### src/rtl/hyper_delay_pkg.sv
// Shared types for the HyperBus RX delay calibration path (tuner, delay line wrapper, CSRs).
package hyper_delay_pkg;

  localparam int unsigned CodeW = 4;

  typedef logic [CodeW-1:0] code_t;
  typedef logic [CodeW:0]   len_t;

  typedef enum logic [2:0] {
    ST_IDLE,
    ST_SETTLE,
    ST_SAMPLE,
    ST_EVAL,
    ST_FINISH
  } state_t;

endpackage

### src/rtl/hyper_delay_window.sv
// Longest-run tracker: one step per tap, taps numbered from 0 after clear.
// A closed run replaces the best only when strictly longer, so ties keep the lower window.
module hyper_delay_window #(
  parameter int unsigned DelayW = 4
) (
  input  logic              clk_i,
  input  logic              rst_ni,
  input  logic              clear_i,
  input  logic              step_i,
  input  logic              pass_i,
  input  logic              last_i,
  output logic [DelayW-1:0] best_lo_o,
  output logic [DelayW:0]   best_len_o
);

  localparam int unsigned LenW = DelayW + 1;

  logic [DelayW-1:0] tap_q;
  logic [DelayW-1:0] run_lo_q, run_lo_n;
  logic [LenW-1:0]   run_len_q, run_len_n;
  logic [DelayW-1:0] best_lo_q;
  logic [LenW-1:0]   best_len_q;
  logic              close_run;

  always_comb begin
    run_lo_n  = run_lo_q;
    run_len_n = run_len_q;
    if (pass_i) begin
      if (run_len_q == '0) run_lo_n = tap_q;
      run_len_n = run_len_q + LenW'(1);
    end
  end

  // A passing last tap still closes its run so a window may end at the top code.
  assign close_run = step_i && (!pass_i || last_i);

  always_ff @(posedge clk_i or negedge rst_ni) begin
    if (!rst_ni) begin
      tap_q      <= '0;
      run_lo_q   <= '0;
      run_len_q  <= '0;
      best_lo_q  <= '0;
      best_len_q <= '0;
    end else if (clear_i) begin
      tap_q      <= '0;
      run_lo_q   <= '0;
      run_len_q  <= '0;
      best_lo_q  <= '0;
      best_len_q <= '0;
    end else if (step_i) begin
      tap_q <= tap_q + DelayW'(1);
      if (close_run) begin
        if (run_len_n > best_len_q) begin
          best_lo_q  <= run_lo_n;
          best_len_q <= run_len_n;
        end
        run_len_q <= '0;
      end else begin
        run_lo_q  <= run_lo_n;
        run_len_q <= run_len_n;
      end
    end
  end

  assign best_lo_o  = best_lo_q;
  assign best_len_o = best_len_q;

endmodule

### src/rtl/hyper_delay_tune.sv
// RX delay calibration: sweeps all taps, collects checker verdicts, centres on the longest passing window.
// Handshake: sample_req_o is high exactly while in SAMPLE; each cycle with sample_valid_i high there consumes one verdict, verdicts elsewhere are dropped.
module hyper_delay_tune
  import hyper_delay_pkg::*;
#(
  parameter int unsigned DelayW        = 4,
  parameter int unsigned DefaultDelay  = 8,
  parameter int unsigned SettleCycles  = 8,
  parameter int unsigned SamplesPerTap = 4
) (
  input  logic              clk_i,
  input  logic              rst_ni,
  input  logic              start_i,
  input  logic              manual_en_i,
  input  logic [DelayW-1:0] manual_delay_i,
  output logic              sample_req_o,
  input  logic              sample_valid_i,
  input  logic              sample_pass_i,
  output logic [DelayW-1:0] delay_o,
  output logic              busy_o,
  output logic              done_o,
  output logic              fail_o,
  output logic [DelayW-1:0] win_lo_o,
  output logic [DelayW-1:0] win_hi_o,
  output state_t            state_o
);

  localparam int unsigned LenW  = DelayW + 1;
  localparam int unsigned SetW  = $clog2(SettleCycles) + 1;
  localparam int unsigned SmpW  = $clog2(SamplesPerTap) + 1;
  localparam logic [DelayW-1:0] MaxTap = '1;

  state_t            state_q;
  logic [DelayW-1:0] tap_q;
  logic [SetW-1:0]   settle_cnt_q;
  logic [SmpW-1:0]   pass_cnt_q;
  logic              tap_pass_q;
  logic [DelayW-1:0] delay_q;
  logic [DelayW-1:0] applied_q;
  logic              busy_q, done_q, fail_q, req_q;
  logic [DelayW-1:0] win_lo_q, win_hi_q;

  logic              win_clear, win_step, win_last;
  logic [DelayW-1:0] best_lo;
  logic [LenW-1:0]   best_len;
  logic [DelayW-1:0] centre_code, hi_code;

  assign win_clear = (state_q == ST_IDLE) && start_i;
  assign win_step  = (state_q == ST_EVAL);
  assign win_last  = (tap_q == MaxTap);

  hyper_delay_window #(.DelayW(DelayW)) u_window (
    .clk_i      (clk_i),
    .rst_ni     (rst_ni),
    .clear_i    (win_clear),
    .step_i     (win_step),
    .pass_i     (tap_pass_q),
    .last_i     (win_last),
    .best_lo_o  (best_lo),
    .best_len_o (best_len)
  );

  assign centre_code = best_lo + DelayW'((best_len - LenW'(1)) >> 1);
  assign hi_code     = best_lo + DelayW'(best_len - LenW'(1));

  always_ff @(posedge clk_i or negedge rst_ni) begin
    if (!rst_ni) begin
      state_q      <= ST_IDLE;
      tap_q        <= '0;
      settle_cnt_q <= '0;
      pass_cnt_q   <= '0;
      tap_pass_q   <= 1'b0;
      delay_q      <= DelayW'(DefaultDelay);
      applied_q    <= DelayW'(DefaultDelay);
      busy_q       <= 1'b0;
      done_q       <= 1'b0;
      fail_q       <= 1'b0;
      req_q        <= 1'b0;
      win_lo_q     <= '0;
      win_hi_q     <= '0;
    end else begin
      done_q <= 1'b0;
      case (state_q)
        ST_IDLE: begin
          if (start_i) begin
            state_q      <= ST_SETTLE;
            tap_q        <= '0;
            delay_q      <= '0;
            settle_cnt_q <= '0;
            busy_q       <= 1'b1;
            fail_q       <= 1'b0;
            win_lo_q     <= '0;
            win_hi_q     <= '0;
          end else if (manual_en_i) begin
            delay_q   <= manual_delay_i;
            applied_q <= manual_delay_i;
          end
        end
        ST_SETTLE: begin
          if (settle_cnt_q == SetW'(SettleCycles - 1)) begin
            state_q    <= ST_SAMPLE;
            req_q      <= 1'b1;
            pass_cnt_q <= '0;
          end else begin
            settle_cnt_q <= settle_cnt_q + SetW'(1);
          end
        end
        ST_SAMPLE: begin
          if (sample_valid_i) begin
            if (!sample_pass_i) begin
              tap_pass_q <= 1'b0;
              req_q      <= 1'b0;
              state_q    <= ST_EVAL;
            end else if (pass_cnt_q == SmpW'(SamplesPerTap - 1)) begin
              tap_pass_q <= 1'b1;
              req_q      <= 1'b0;
              state_q    <= ST_EVAL;
            end else begin
              pass_cnt_q <= pass_cnt_q + SmpW'(1);
            end
          end
        end
        ST_EVAL: begin
          if (!win_last) begin
            tap_q        <= tap_q + DelayW'(1);
            delay_q      <= tap_q + DelayW'(1);
            settle_cnt_q <= '0;
            state_q      <= ST_SETTLE;
          end else begin
            done_q  <= 1'b1;
            state_q <= ST_FINISH;
          end
        end
        ST_FINISH: begin
          // The tracker's best run settled on the EVAL edge, so it is final here.
          state_q <= ST_IDLE;
          busy_q  <= 1'b0;
          if (best_len != '0) begin
            delay_q   <= centre_code;
            applied_q <= centre_code;
            win_lo_q  <= best_lo;
            win_hi_q  <= hi_code;
          end else begin
            fail_q   <= 1'b1;
            delay_q  <= applied_q;
            win_lo_q <= '0;
            win_hi_q <= '0;
          end
        end
        default: state_q <= ST_IDLE;
      endcase
    end
  end

  assign sample_req_o = req_q;
  assign delay_o      = delay_q;
  assign busy_o       = busy_q;
  assign done_o       = done_q;
  assign fail_o       = fail_q;
  assign win_lo_o     = win_lo_q;
  assign win_hi_o     = win_hi_q;
  assign state_o      = state_q;

endmodule

### config.mk
export PLATFORM = sky130hd
export DESIGN_NAME = hyper_delay_tune
export DESIGN_NICKNAME = d
export VERILOG_FILES = /design/src/rtl/hyper_delay_pkg.sv /design/src/rtl/hyper_delay_window.sv /design/src/rtl/hyper_delay_tune.sv
export SDC_FILE = /design/constraint.sdc
export NUM_CORES = 1
export LEC_CHECK = 0
export CAP_MARGIN = 20
export CORE_ASPECT_RATIO = 1.25
export CORE_MARGIN = 2
export CORE_UTILIZATION = 25
export DETAILED_ROUTE_END_ITERATION = 12
export GPL_TIMING_DRIVEN = 0
export PLACE_DENSITY = 0.52
export SETUP_SLACK_MARGIN = 0.2
export SLEW_MARGIN = 15
export SYNTH_ARGS = -nofsm -noshare
export SYNTH_HDL_FRONTEND = slang
export SYNTH_HIERARCHICAL = 1
export SYNTH_SLANG_ARGS = --single-unit
### constraint.sdc
create_clock -name clk_i -period 2.8 [get_ports clk_i]
set_clock_uncertainty 0.2 [all_clocks]
set_input_delay 0.28 -clock clk_i [delete_from_list [all_inputs] [get_ports clk_i]]
set_output_delay 0.28 -clock clk_i [all_outputs]
set_load 0.02 [all_outputs]
After elaboration in Yosys (flattened, before gate mapping)
Cells that the tools add are included.

cells by class
  reduce and logical (&&, ||, !) cells = 27
  equality and inequality tests = 21
  add/sub/neg operators = 8
  multiplexer cells = 61
  magnitude comparators = 1

operators by type and width
  operator                                             count
  2-to-1 mux 4 bit                                     21
  2-to-1 mux 5 bit                                     8
  case mux 4 bit (2 select lines)                      4
  2-to-1 mux 3 bit                                     10
  case mux 4 bit (3 select lines)                      2
  != test 2 bit, second input constant                 10
  AND reduction 3 bit                                  6
  adder 4 x 1 -> 4 bit, second input constant          3
  case mux 3 bit (4 select lines)                      1
  AND reduction 4 bit                                  3
  nonzero test 2 bit                                   6
  2-to-1 mux 1 bit                                     11
  equality test 3 x 2 -> 1 bit, second input constant  3
  adder 4 bit                                          2
  != test 3 bit, second input constant                 2
  case mux 1 bit (2 select lines)                      3
  case mux 3 bit (2 select lines)                      1
  nonzero test 3 bit                                   2
  adder 5 x 1 -> 5 bit, second input constant          1
  > comparator 5 bit                                   1
  logical NOT 5 bit                                    1
  AND reduction 5 bit                                  1
  nonzero test 5 bit                                   1
  subtractor 5 x 1 -> 5 bit, second input constant     1
  other kinds (11)                                     14

storage, ports and cells
  logic and storage cells = 136
  register bits after elaboration = 57
  output and inout bits = 19

Longest topological paths before layout
  word-level depth = 7
  depth in mapped cells = 10

Cells and area by module
Netlist, hierarchy kept.

modules (own cells, without submodules)
  module              times used  cells an instance  area each (um^2)
  hyper_delay_tune    1           204                1985.7
  hyper_delay_window  1           129                1277.5

Worst setup path after synthesis
Ideal clock, no wire load.

  kind = reg2reg
  from = reg u_window.best_len_q[0], in the netlist u_window/best_len_o[0]
  to = reg applied_q[3]
  cell stages (with the launch flop) = 10
  required time = 2523 ps
  path slack = 395 ps
  arrival = 2128 ps
  clock period less this slack = 2405 ps
  cell sequence = dfrtp_1 -> inv_1 -> ha_1 -> xor2_1 -> ha_1 -> a211o_1 -> and3_1 -> o31ai_1 -> o211ai_1 -> a31oi_1

between the ends
  cells in the longest elaborated chain, start to end = 4
  elaborated cells between the ends (all ways) = 5
  classes of those cells = add/sub: 2; mux: 2; reduce/logical: 1

ends and longest elaborated chain
  element                            RTL line                  RTL
  start: declaration                 hyper_delay_window.sv:22  logic [LenW-1:0] best_len_q;
  start signal: assignment           hyper_delay_window.sv:55  best_len_q <= run_len_n;
  subtractor 5 x 1 -> 5 bit          --
  adder 4 bit                        hyper_delay_tune.sv:63    assign centre_code = best_lo + DelayW'((best_len - LenW'(1)) >> 1);
  2-to-1 mux 4 bit *                 hyper_delay_tune.sv:138   if (best_len != '0) begin
  case mux 4 bit (2 select lines) *  hyper_delay_tune.sv:83    case (state_q)
  end signal: assignment             hyper_delay_tune.sv:74    applied_q <= DelayW'(DefaultDelay);
  end signal: assignment             hyper_delay_tune.sv:96    applied_q <= manual_delay_i;
  end signal: assignment             hyper_delay_tune.sv:140   applied_q <= centre_code;
  end: declaration                   hyper_delay_tune.sv:39    logic [DelayW-1:0] applied_q;

Mark *: on every way between the ends. The rest lies on a longest branch, timed or not.
A chain may end at the register's enable or synchronous reset.

Worst setup path after layout
  from = reg u_window.run_len_q[0]
  to = reg u_window.best_len_q[2], in the netlist u_window/best_len_o[2]

between the ends
  cells in the longest elaborated chain, start to end = 6
  elaborated cells between the ends (all ways) = 9
  classes of those cells = add/sub: 1; order compare: 1; mux: 5; reduce/logical: 2

ends and longest elaborated chain
  element                                                                     RTL line                  RTL
  start: declaration                                                          hyper_delay_window.sv:20  logic [LenW-1:0] run_len_q, run_len_n;
  start signal: assignment                                                    hyper_delay_window.sv:60  run_len_q <= run_len_n;
  adder 5 x 1 -> 5 bit                                                        hyper_delay_window.sv:30  run_len_n = run_len_q + LenW'(1);
  2-to-1 mux 5 bit *                                                          hyper_delay_window.sv:28  if (pass_i) begin
  parallel branches: the longest is 4 deep, another holds > comparator 5 bit  --

Every way passes the cells marked *. The select of a mux whose other input is x is not followed.

==> flow_summary.ini <==
[sta]
fin_crit_sh = 0.881
final.setup.worst_slack_ns = 0.333
hold_violations = 0
setup_viol = 0
timing_worst_slew_pin_value_ns = 0.734
max_slew_margin = 0.510
rsz0062_at_grt = yes
min_period_ns = 2.47
max_freq_mhz = 405
drv_slew = 0

[floorplanning]
pin_count = 29
die_h_um = 132
rows = 46
initial_core_util = 0.257
die_area_sq_um = 14000
dieWidth_um = 106
core_sq_um = 12700

[critical_path]
worstSetupEndpointType = flip-flop
cp.arrival_ns = 2.49
worstSetupPathType = reg -> reg
r2r_cells = 10
worstPathMaxFanout = 6
worstPathRequired_ns = 2.83
critPathLaunchType = flip-flop

[final_layout]
syn_to_final_growth_pct = 31.6
final_common_cell = dfrtp_1
ff_latch_area_sq_um = 1430
multiInputGateArea_sq_um = 1880
mostFrequentLayoutCells = dfrtp_1 (53), nor2_1 (37), clkdlybuf4s50_1 (27), nand2_1 (26), a21oi_1 (21)
drive_above_1_share = 0.171
nets = 417
n_antenna_cell = 0
fillCellCount = 1287

[pwr]
powerDensity_nw_per_um2 = 826
p_leak_nw = 1.89
max-vdd-ir-drop_mv = 0.266
total_power_w = 0.00355

[place]
post-place-ws_ns = 0.0868
hpwl_mm = 5.49
gp_congestion = 0.837
port_buffers = 28

[hold_path]
min_path_type = reg -> reg
hold_depth = 2

[synthesis]
yosys.area_share.adder = 0.0851
syn_area_sq_um = 3260
synth_compound_area_frac = 0.169
synth-xor-area-share = 0.0510
syn_nets = 364
synth_mux_area_frac = 0.0380
synthCells = 333
ys_warn_count = 6
avgSynthCellArea_sq_um = 9.80
synth-edff-count = 0
synth_top_family_by_area = simple AND/OR/NAND/NOR gates
synth-simple-area-share = 0.184
synth_ff_type = dfrtp_1
ys_ff_latch = 57
synthArstFlopShare = 1.00
synth_cell_types = 52
ys_seq_area_frac = 0.438

[routing]
wire_per_inst_um = 13.6
route.detailed.drc = 0
viasPerCell = 4.71
wl_mm = 7.62
vias = 2635
drtAntennaViolNets = 0
first_pass_iters = 6
drtIter0Drc = 117

[global_routing]
grt_max_degree = 58
antenna_found_initial = 0
overflow = 0
grt_first_pass_wirelength_mm = 12.7
grt_usage = 0.113
first_global_vias = 2640

[clock_network]
cts_tree = built
worstSkewPairLatency_ns = 0.32
cts-buffers-inserted = 9
clock_sinks = 57
clock_path_buffers = 2
htreeDepth = 3
clk_pin_slew_worst_paths_ns = 0.05
cts-root-buf = clkbuf_16

[status]
run_status = finished clean

[job]
maxCapViolCount = 0
[state kept, by name, indices dropped and copies added (netlist names), 3 cells and up]
signal and count:
applied_q 4, delay_o 4, pass_cnt_q 3, settle_cnt_q 4, state_o 3, tap_q 4
u_window/best_len_o 5, u_window/best_lo_o 4, u_window/run_len_q 5, u_window/run_lo_q 4, u_window/tap_q 4, win_hi_o 4
win_lo_o 4
[cells by family (layout without fill, tap and decap cells)]
| group | after synthesis | count (layout) |
|---|---|---|
| xor gates and xnor gates | 19 | 19 |
| adders and majority gates | 21 | 21 |
| DFF | 57 | 57 |
| and+or+nand+nor | 113 | 113 |
| buffers and inverters | 27 | 85 |
| AOI/OAI and AO/OA | 84 | 84 |
| muxes | 12 | 12 |
[metal layers]
layer	share of wire	GRT usage
met5	0	0
met4	0.017	0.0468
met3	0.030	0.0277
met2	0.53	0.197
met1	0.42	0.131
[path summary, 6_finish.rpt]
check	from	to	slack (ns)
max reg2reg	u_window/run_len_q[0]$_DFFE_PN0P_	u_window/best_len_o[2]$_DFFE_PN0P_	0.33
min	win_hi_o[2]$_DFFE_PN0P_	win_hi_o[2]$_DFFE_PN0P_	0.27
max in group asynchronous	rst_ni	u_window/best_len_o[0]$_DFFE_PN0P_	1.51
min in group asynchronous	rst_ni	applied_q[2]$_DFFE_PN0P_	0.36
min reg2reg	win_hi_o[2]$_DFFE_PN0P_	win_hi_o[2]$_DFFE_PN0P_	0.27
max	u_window/run_len_q[0]$_DFFE_PN0P_	u_window/best_len_o[2]$_DFFE_PN0P_	0.33
[timing repair]
| item | 4_1_cts | 5_1_grt |
|---|---|---|
| endpoints found under the setup margin | 5 | 25 |
| buffers inserted | 0 | 13 |
| resized for setup | 3 | 26 |
| gates cloned | 0 | 0 |
| pin swaps | 0 | 10 |
| hold buffers | 1 | 0 |
| hold endpoints to repair | 55 | 0 |
[cell type report]
type | instances | area share
Buffer | 8 | 0.00961
Sequential cell | 57 | 0.333
Timing Repair Buffer | 42 | 0.0897
Clock buffer | 16 | 0.0632
Tap cell | 168 | 0.0489
Multi-Input combinational cell | 249 | 0.439
Inverter | 19 | 0.0166
[synthesized netlist by cell type (6+ instances only)]
library cell / instances / share of area
a21oi_1: 23 / 0.035
dfrtp_1: 55 / 0.42
ha_1: 19 / 0.073
inv_1: 19 / 0.022
mux2i_1: 9 / 0.028
nand2_1: 27 / 0.031
nor2_1: 37 / 0.043
nor3_1: 8 / 0.012
o211ai_1: 6 / 0.014
o21ai_0: 18 / 0.028
xnor2_1: 11 / 0.030
xor2_1: 8 / 0.021
[power breakdown]
part / leakage (nW) / internal, W / total [W] / switching [W]
combinational: 1.01 / 0.000669 / 0.00144 / 0.000771
clock: 0.131 / 0.000647 / 0.000989 / 0.000343
sequential: 0.751 / 0.000990 / 0.00112 / 0.000129
[stage by stage]
| step | cells | setup TNS (ns) | util | area (sq um) | hold WS [ns] |
|---|---|---|---|---|---|
| detailed placement | 529 | 0 | 0.295 | 3750 | 0.199 |
| finish | 559 | 0 | 0.338 | 4300 | 0.272 |
| CTS | 546 | 0 | 0.319 | 4050 | 0.284 |
| global route | 559 | 0 | 0.338 | 4300 | 0.315 |
| global placement | 529 | -35.43 | 0.295 | 3750 | 0.261 |
| floorplan | 333 | 0 | - | 3260 | -0.216 |
[worst max-delay path, cell delays in order, from the launching register on]
cell,delay (ns)
dfrtp_1,0.39
inv_1,0.08
ha_1,0.30
nand2_1,0.09
o21ai_1,0.10
ha_1,0.34
nand4_4,0.17
o211ai_4,0.30
buf_4,0.16
nor3_2,0.03
a211oi_2,0.21
Power figures use the tool's default switching activity.
